### config.mk
export PLATFORM = sky130hd
export DESIGN_NAME = status_flag_unit
export DESIGN_NICKNAME = d
export VERILOG_FILES = /design/src/rtl/status_flag_unit.sv
export SDC_FILE = /design/constraint.sdc
export NUM_CORES = 1
export LEC_CHECK = 0
export CAP_MARGIN = 30
export CORE_MARGIN = 3
export CORE_UTILIZATION = 45
export DETAILED_ROUTE_END_ITERATION = 7
export PLACE_DENSITY = 0.68
export SLEW_MARGIN = 25
export SYNTH_ARGS = -nofsm -noshare
export SYNTH_HDL_FRONTEND = slang
export SYNTH_SLANG_ARGS = --single-unit
### constraint.sdc
create_clock -name clk -period 12 [get_ports clk]
set_input_delay 1.2 -clock clk [delete_from_list [all_inputs] [get_ports clk]]
set_output_delay 1.2 -clock clk [all_outputs]
set_load 0.03 [all_outputs]
### src/rtl/status_flag_unit.sv
// NZCV status-flag register: evaluates the flags of the executing ALU class
// and commits them one cycle later unless the instruction is stalled or squashed.
module status_flag_unit (
   input  logic        clk,
   input  logic        rst,
   input  logic        flag_en,
   input  logic        freeze,
   input  logic        flush,
   input  logic [3:0]  exe_cmd,
   input  logic [31:0] op_a,
   input  logic [31:0] op_b,
   input  logic        shift_carry,
   output logic [3:0]  nzcv,
   output logic [3:0]  nzcv_next,
   output logic        upd_pulse
);

   localparam logic [3:0] CMD_MOV = 4'b0001;
   localparam logic [3:0] CMD_ADD = 4'b0010;
   localparam logic [3:0] CMD_ADC = 4'b0011;
   localparam logic [3:0] CMD_SUB = 4'b0100;
   localparam logic [3:0] CMD_SBC = 4'b0101;
   localparam logic [3:0] CMD_AND = 4'b0110;
   localparam logic [3:0] CMD_ORR = 4'b0111;
   localparam logic [3:0] CMD_EOR = 4'b1000;
   localparam logic [3:0] CMD_MVN = 4'b1001;

   logic [3:0] flags;
   logic       op_valid;
   logic       commit;

   // Returns {class_is_flag_producing, N, Z, C, V}; old carry always comes from the register.
   function automatic logic [4:0] eval_flags(
      input logic [3:0]  cmd,
      input logic [31:0] a,
      input logic [31:0] b,
      input logic        sc,
      input logic [3:0]  old
   );
      logic [32:0] sum;
      logic [31:0] res;
      logic        c;
      logic        v;
      logic        known;
      sum   = '0;
      res   = '0;
      c     = sc;
      v     = old[0];
      known = 1'b1;
      case (cmd)
         CMD_ADD, CMD_ADC: begin
            sum = {1'b0, a} + {1'b0, b} + {32'd0, (cmd == CMD_ADC) & old[1]};
            res = sum[31:0];
            c   = sum[32];
            v   = (a[31] == b[31]) && (res[31] != a[31]);
         end
         CMD_SUB, CMD_SBC: begin
            // Bit 32 of the 33-bit difference is the borrow; C is its inverse.
            sum = {1'b0, a} - {1'b0, b} - {32'd0, (cmd == CMD_SBC) & ~old[1]};
            res = sum[31:0];
            c   = ~sum[32];
            v   = (a[31] != b[31]) && (res[31] != a[31]);
         end
         CMD_MOV: res = b;
         CMD_MVN: res = ~b;
         CMD_AND: res = a & b;
         CMD_ORR: res = a | b;
         CMD_EOR: res = a ^ b;
         default: known = 1'b0;
      endcase
      return {known, res[31], (res == 32'd0), c, v};
   endfunction

   always_comb begin
      {op_valid, flags} = eval_flags(exe_cmd, op_a, op_b, shift_carry, nzcv);
      commit            = flag_en & ~freeze & ~flush & op_valid;
      nzcv_next         = commit ? flags : nzcv;
   end

   always_ff @(posedge clk or negedge rst) begin
      if (!rst) begin
         nzcv      <= 4'b0000;
         upd_pulse <= 1'b0;
      end else begin
         upd_pulse <= commit;
         if (commit)
            nzcv <= flags;
      end
   end

endmodule

==> results of run 1 <==
## worst min-delay path, delay by kind of cell, from the launching register on
family	cells	cell delay (ns)
simple gates	1	0.06
compound gates	1	0.06
flops	1	0.34
## report_power, final
part	leakage, nW	internal [W]	switching, W
Clock	0.0382	0.0000440	0.0000103
Combinational	3.03	0.000168	0.000258
Sequential	0.0634	0.0000202	0.00000245
## worst min path at each step
stage | start | cells past startpoint | slack, ns | end
2_1_floorplan | nzcv[2] | 2 | 0.82 | nzcv[2]
3_3_place_gp | nzcv[2] | 2 | 0.49 | nzcv[2]
3_5_place_dp | nzcv[2] | 2 | 0.50 | nzcv[2]
6_report | nzcv[2] | 2 | 0.50 | nzcv[2]
4_1_cts | nzcv[2] | 2 | 0.51 | nzcv[2]
5_1_grt | nzcv[2] | 2 | 0.52 | nzcv[2]
## metal layers
metal / share of wire, % / GRT usage [%] / routed length, µm
met2: 42 / 46.3 / 9810
met3: 10 / 7.20 / 2390
met4: 3.9 / 10.4 / 908
met5: 0 / 0 / 0
met1: 44 / 42.6 / 10300
## Yosys cell counts, drive strengths merged (9+ instances only)
library cell and number:
xnor2 17, o21bai 9, inv 115, o21a 9
nand2b 13, buf 12, nand3 18, xor2 14
nand4 35, o21ai 41, a211oi 13, a21o 33
nor4 28, nor2 40, nor3 16, nand2 60
a21oi 65, o211ai 13, a31oi 11, and3 10
o22ai 9, clkbuf 24, ha 126
## layout make-up
| cell class | count | share of cell area [%] |
|---|---|---|
| Clock buffer | 4 | 1.13 |
| Timing Repair Buffer | 82 | 11.8 |
| Inverter | 115 | 6.20 |
| Sequential cell | 5 | 1.80 |
| Multi-Input combinational cell | 701 | 76.0 |
| Tap cell | 172 | 3.09 |
## stage by stage
step	area (µm²)	power [W]	util (%)	worst slack, ns	hold slack, ns
finish	6960	0.000502	54.0	3.66	0.501
floorplan	6030	0.000309	-	5.14	0.820
global route	6960	0.000540	54.0	3.33	0.521
global placement	6880	0.000438	53.4	3.82	0.491
detailed placement	6880	0.000435	53.4	3.72	0.497
CTS	6960	0.000492	54.0	3.72	0.507
## cell usage in the layout (no fill, tap or decap), types with 4 or more instances in the layout
cell and instances:
o21bai_1 9, o31ai_1 7, a21oi_1 62, clkdlybuf4s50_1 82, nor3_1 16, o2111ai_1 5
dfrtp_1 5, nand4_1 35, a31oi_1 11, or3_1 7, nor2_1 40, or2_2 5
xor2_1 14, a211oi_1 12, nor4_1 26, nor2b_1 7, fa_1 4, xnor2_1 16
or4_1 5, nor3b_1 5, nand2_1 60, o21a_1 8, nand2b_1 13, inv_1 115
a2111oi_0 7, nand4b_1 4, mux2i_1 6, a311oi_1 4, nand3_1 18, a21o_1 32
o211ai_1 13, and3_1 8, o22ai_1 9, ha_1 126, o21ai_0 40
## registers in the layout, indices dropped and copies added, names as in the netlist
signal / count
nzcv: 4
upd_pulse: 1
## logic make-up (layout without fill, tap and decap cells)
| kind of cell | after synthesis | after routing | share of synthesized area, % |
|---|---|---|---|
| AO/OA/AOI/OAI | 267 | 267 | 30.4 |
| AND/OR/NAND/NOR | 263 | 263 | 23.4 |
| buffers and inverters | 151 | 201 | 10.3 |
| adder cells (fa/ha/maj) | 130 | 130 | 27.5 |
| XOR/XNOR | 31 | 31 | 4.62 |
| multiplexers | 10 | 10 | 1.74 |
| flip-flops | 5 | 5 | 2.07 |
==> out/results.tsv, run 1 <==
metric	value	unit
crit path cell chain	clkdlybuf4s50_1 -> nand2b_1 -> or3_1 -> fa_1 -> inv_1 -> ha_1 -> or2_2 -> fa_1 -> o21a_2 -> o22a_2 -> xnor2_2 -> o2111ai_1 -> or3_1 -> or4_4 -> nor4_2 -> a41oi_1 -> o31ai_2 -> clkdlybuf4s50_1	
Netlist cell types	82	
core area	12900	µm²
final hold violations	0	
Crit path depth	18	
CP Data Arrival Time	7.14	ns
initial antenna violation count	0	
critical path class	in2out	
TritonCTS Buffers	3	
delay-heaviest family, CP	simple AND/OR/NAND/NOR gates	
Async SR Flop Fraction	100	%
Layout area overhead	15.3	%
top cells by area, synth	ha_1 26%, inv_1 7.2%, a21oi_1 5.1%	
DP HPWL	19600	µm
clock latency on the worst-skew pair	0.22	ns
Die Area	14800	µm²
WL/cell	21.7	µm
number of synthesized flops with an enable pin	0	
Worst slew margin	42.1	%
Mapped Nets	1061	
crit path max fanout	16	
post-route insts no fill	1079	
TritonCTS clock tree	built	
drt drc	0	
drt via density	6.37	
CP peak stage delay	0.72	ns
top_reg_cell synth	dfrtp_1	
worst-margin pin slew	0.846	ns
Clock transition at path regs	0.03	ns
Critical Path Sink Type	output pin	
grt ovf	0	
largest net degree at the start of global routing	17	
share of cells above drive strength 1	3.86	%
Power Dens Cells	72.2	nW/µm²
DRT antenna net count	0	
CTS Root Cell	clkbuf_16	
Routed WL	23400	µm
fmax	120	MHz
FILL cells	1267	
first-pass GRT wire length	35400	µm
Critical Path End	nzcv_next[2]	
die extent in y	122	µm
period utilization	69.5	%
RePlAce Congestion	1.03	
Worst VDD drop	0.0406	mV
Resized cells post-CTS	0	
DRT Pass-1 Iters	5	
Final Setup Violations	0	
RR Endpoint	nzcv[2]	
R2R Setup Slk	7.27	ns
Hold WC Path Type	reg2reg	
DRT iter0 DRCs	669	
Worst EP required	10.80	ns
unrepaired setup endpoints after global routing	no	
Pleak	3.14	nW
# nets final	1112	
crit path from	exe_cmd[3]	
Final Max Slew Viols	0	
starting density of the core	46.9	%
CP max-delay cell	clkdlybuf4s50_1	
R2R Path Start	nzcv[1]	
IO Pins	83	
Reg area	125	µm²
CP Launch Type	input pin	
syn_area_per_cell	7.04	µm²
Hold Buf Count CTS	0	
sequential share of the synthesized area	2.07	%
YS warnings	0	
CP Buf/Inv Count	3	
All-Layer GR Usage	30.6	%
Synth top area share	26.1	%
Setup TNS	0	ns
reg2reg path depth	15	
IO Port Bufs	82	
Max Cap Viol	0	
Post-Place Cells	1075	
mapped cell area	6030	µm²
buffer depth of the longest clock path	2	
Setup Fix Bufs, Post-CTS	0	
biggest area consumer among synthesized cells	ha_1	
routed via count	6878	
die width	122	µm
Final Skew	0.000166	ns
post-layout minimum cycle time	8.34	ns
area of the multi-input gates	5290	µm²
outcome	complete, no violations	
vias in the first global route	6381	
Sink Count	5	
H-Tree Level Count	1	
num rows	41	
Ant. Diodes	0	
#FFs+latches synth	5	
Syn Inst Count	857	
Note: power is estimated with default switching activity, not from simulation.
==> inputs of run 2 (changes only) <==
- PLACE_DENSITY: 0.68 -> 0.7
- clock period: 12 -> 7.26 ns (I/O delays scaled with it)
==> run 2 against run 1 <==
Via count rose by 1.8%. Highest routed layer unchanged. Critical path depth increased by 1. Register-to-register slack got worse by 4.8 ns. Design area rose by 0.50%. Sequential power rose by 63%.
==> out/results.tsv, run 2 (synthesized netlist as in run 1, its figures left out) <==
metric	value	unit	change
outcome	complete, no violations		
crit path cell chain	clkdlybuf4s50_1 -> nand2b_1 -> or3_1 -> fa_1 -> inv_1 -> ha_1 -> or2_2 -> fa_1 -> o21a_2 -> o22a_2 -> a22oi_1 -> a211oi_1 -> nor4_1 -> o31ai_1 -> a21oi_1 -> xor2_1 -> nor3_1 -> o22a_1 -> clkdlybuf4s50_1		
H-Tree Level Count	1		unchanged
Worst slew margin	58.1	%	+16 points
worst-margin pin slew	0.623	ns	-0.224 ns
DRT antenna net count	0		unchanged
fin area	6990	µm²	+0.50%
critical path class	in2out		
Final Setup Violations	0		unchanged
Hold WC Path Type	reg2reg		
IO Port Bufs	82		unchanged
CP Buf/Inv Count	3		unchanged
final hold violations	0		unchanged
FILL cells	1291		+1.9%
# nets final	1117		+0.45%
Routed WL	23400	µm	+0.22%
fmax	148	MHz	
Setup TNS	0	ns	unchanged
Worst VDD drop	0.0594	mV	+46%
post-layout minimum cycle time	6.75	ns	
Setup Fix Bufs, Post-CTS	0		unchanged
Final Max Slew Viols	0		unchanged
first-pass GRT wire length	36200	µm	+2.1%
routed via count	7000		+1.8%
CP Data Arrival Time	6.02	ns	-1.12 ns
Ant. Diodes	0		unchanged
num rows	41		unchanged
Worst EP required	6.53	ns	-4.27 ns
die width	122	µm	unchanged
period utilization	92.9	%	
share of cells above drive strength 1	4.50	%	+0.64 points
most frequent cells in the layout	126 x ha_1, 115 x inv_1, 81 x clkdlybuf4s50_1, 62 x a21oi_1, 60 x nand2_1		
core area	12900	µm²	unchanged
IO Pins	83		unchanged
Power Dens Cells	120	nW/µm²	+66%
vias in the first global route	6417		+0.56%
total power draw	0.000839	W	+67%
TritonCTS Buffers	3		unchanged
Hold Buf Count CTS	0		unchanged
Final Skew	0.000811	ns	+0.000645 ns
placed cell area	6920	µm²	+0.51%
Resized cells post-CTS	0		unchanged
largest net degree at the start of global routing	16		-1
starting density of the core	46.9	%	unchanged
DRT iter0 DRCs	932		+39%
biggest regs	nzcv: 4 flops, upd_pulse: 1 flops		
Max Cap Viol	0		unchanged
DRT Pass-1 Iters	6		+1
delay-heaviest family, CP	compound AO/OA/AOI/OAI gates		
Sink Count	5		unchanged
die extent in y	122	µm	unchanged
CP peak stage delay	0.67	ns	-0.05 ns
Clock transition at path regs	0.03	ns	about the same
DP HPWL	19500	µm	-0.26%
grt ovf	0		unchanged
largest register by flop count	nzcv		
All-Layer GR Usage	30.9	%	+0.23 points
CP Launch Type	input pin		
crit path max fanout	5		-11
RePlAce Congestion	1.05		+1.9%
initial antenna violation count	1		+1
Die Area	14800	µm²	unchanged
Pleak	3.16	nW	+0.82%
max reg flops	4		unchanged
most common cell after layout, fill and taps aside	ha_1		
drt drc	0		unchanged
clock latency on the worst-skew pair	0.23	ns	about the same
CTS Root Cell	clkbuf_16		
Layout area overhead	15.9	%	
TritonCTS clock tree	built		
CP max-delay cell	clkdlybuf4s50_1		
buffer depth of the longest clock path	2		unchanged
drt via density	6.46		+1.3%
WL/cell	21.6	µm	-0.24%
R2R Setup Slk	2.45	ns	-4.82 ns
Critical Path Sink Type	output pin		
unrepaired setup endpoints after global routing	no		
[run 2: power by group]
part | leakage, nW | internal, W | switching, W
combinational | 3.06 | 0.000280 | 0.000429
sequential | 0.0634 | 0.0000334 | 0.00000365
clock | 0.0382 | 0.0000729 | 0.0000196
[run 2: area by class of cell]
type	count	area [µm²]	area share [%]
repair buffers	87	856	12.2
multi-input cells	701	5290	75.6
clock buffers	4	78.8	1.13
inverters	115	432	6.17
flip-flops and latches	5	125	1.79
well taps	172	215	3.08
[run 2: final timing paths]
check	cells past startpoint	endpoint	startpoint
setup / recovery	19	nzcv_next[1]	exe_cmd[3]
hold / removal	2	nzcv[3]	nzcv[3]
setup reg to reg	15	nzcv[2]	nzcv[1]
hold reg to reg	2	nzcv[3]	nzcv[3]
max in group asynchronous	1	nzcv[1]	rst
min in group asynchronous	1	nzcv[2]	rst
[run 2: routing by layer]
| layer | track usage [%] | vias up | share of wire, % | routed length (µm) |
|---|---|---|---|---|
| met4 | 9.80 | 0 | 3.3 | 781 |
| met5 | 0 | - | 0 | 0 |
| met3 | 4.18 | 44 | 9.5 | 2220 |
| met1 | 45.0 | 3285 | 45 | 10600 |
| li1 | - | 3275 | - | - |
| met2 | 46.8 | 396 | 42 | 9800 |
[run 2: metrics by stage]
stage | worst slack (ns) | cells | util [%] | hold WS, ns
finish | 0.515 | 1084 | 54.3 | 0.513
global route | 0.111 | 1084 | 54.3 | 0.581
CTS | 0.551 | 1084 | 54.3 | 0.518
detailed placement | 0.599 | 1080 | 53.7 | 0.511
global placement | 0.661 | 1080 | 53.7 | 0.508
floorplan | 1.35 | 857 | - | 0.430
[run 2: worst register-to-register path: stages, from the launching register on]
cell	delay [ns]
dfrtp_1	0.41
or3_1	0.40
fa_1	0.57
inv_1	0.07
ha_1	0.19
or2_2	0.29
fa_1	0.43
o21a_2	0.25
o22a_2	0.25
xnor2_2	0.16
o2111ai_1	0.12
or3_1	0.33
or4_4	0.52
nor4_2	0.21
a41oi_1	0.19
o31ai_2	0.30
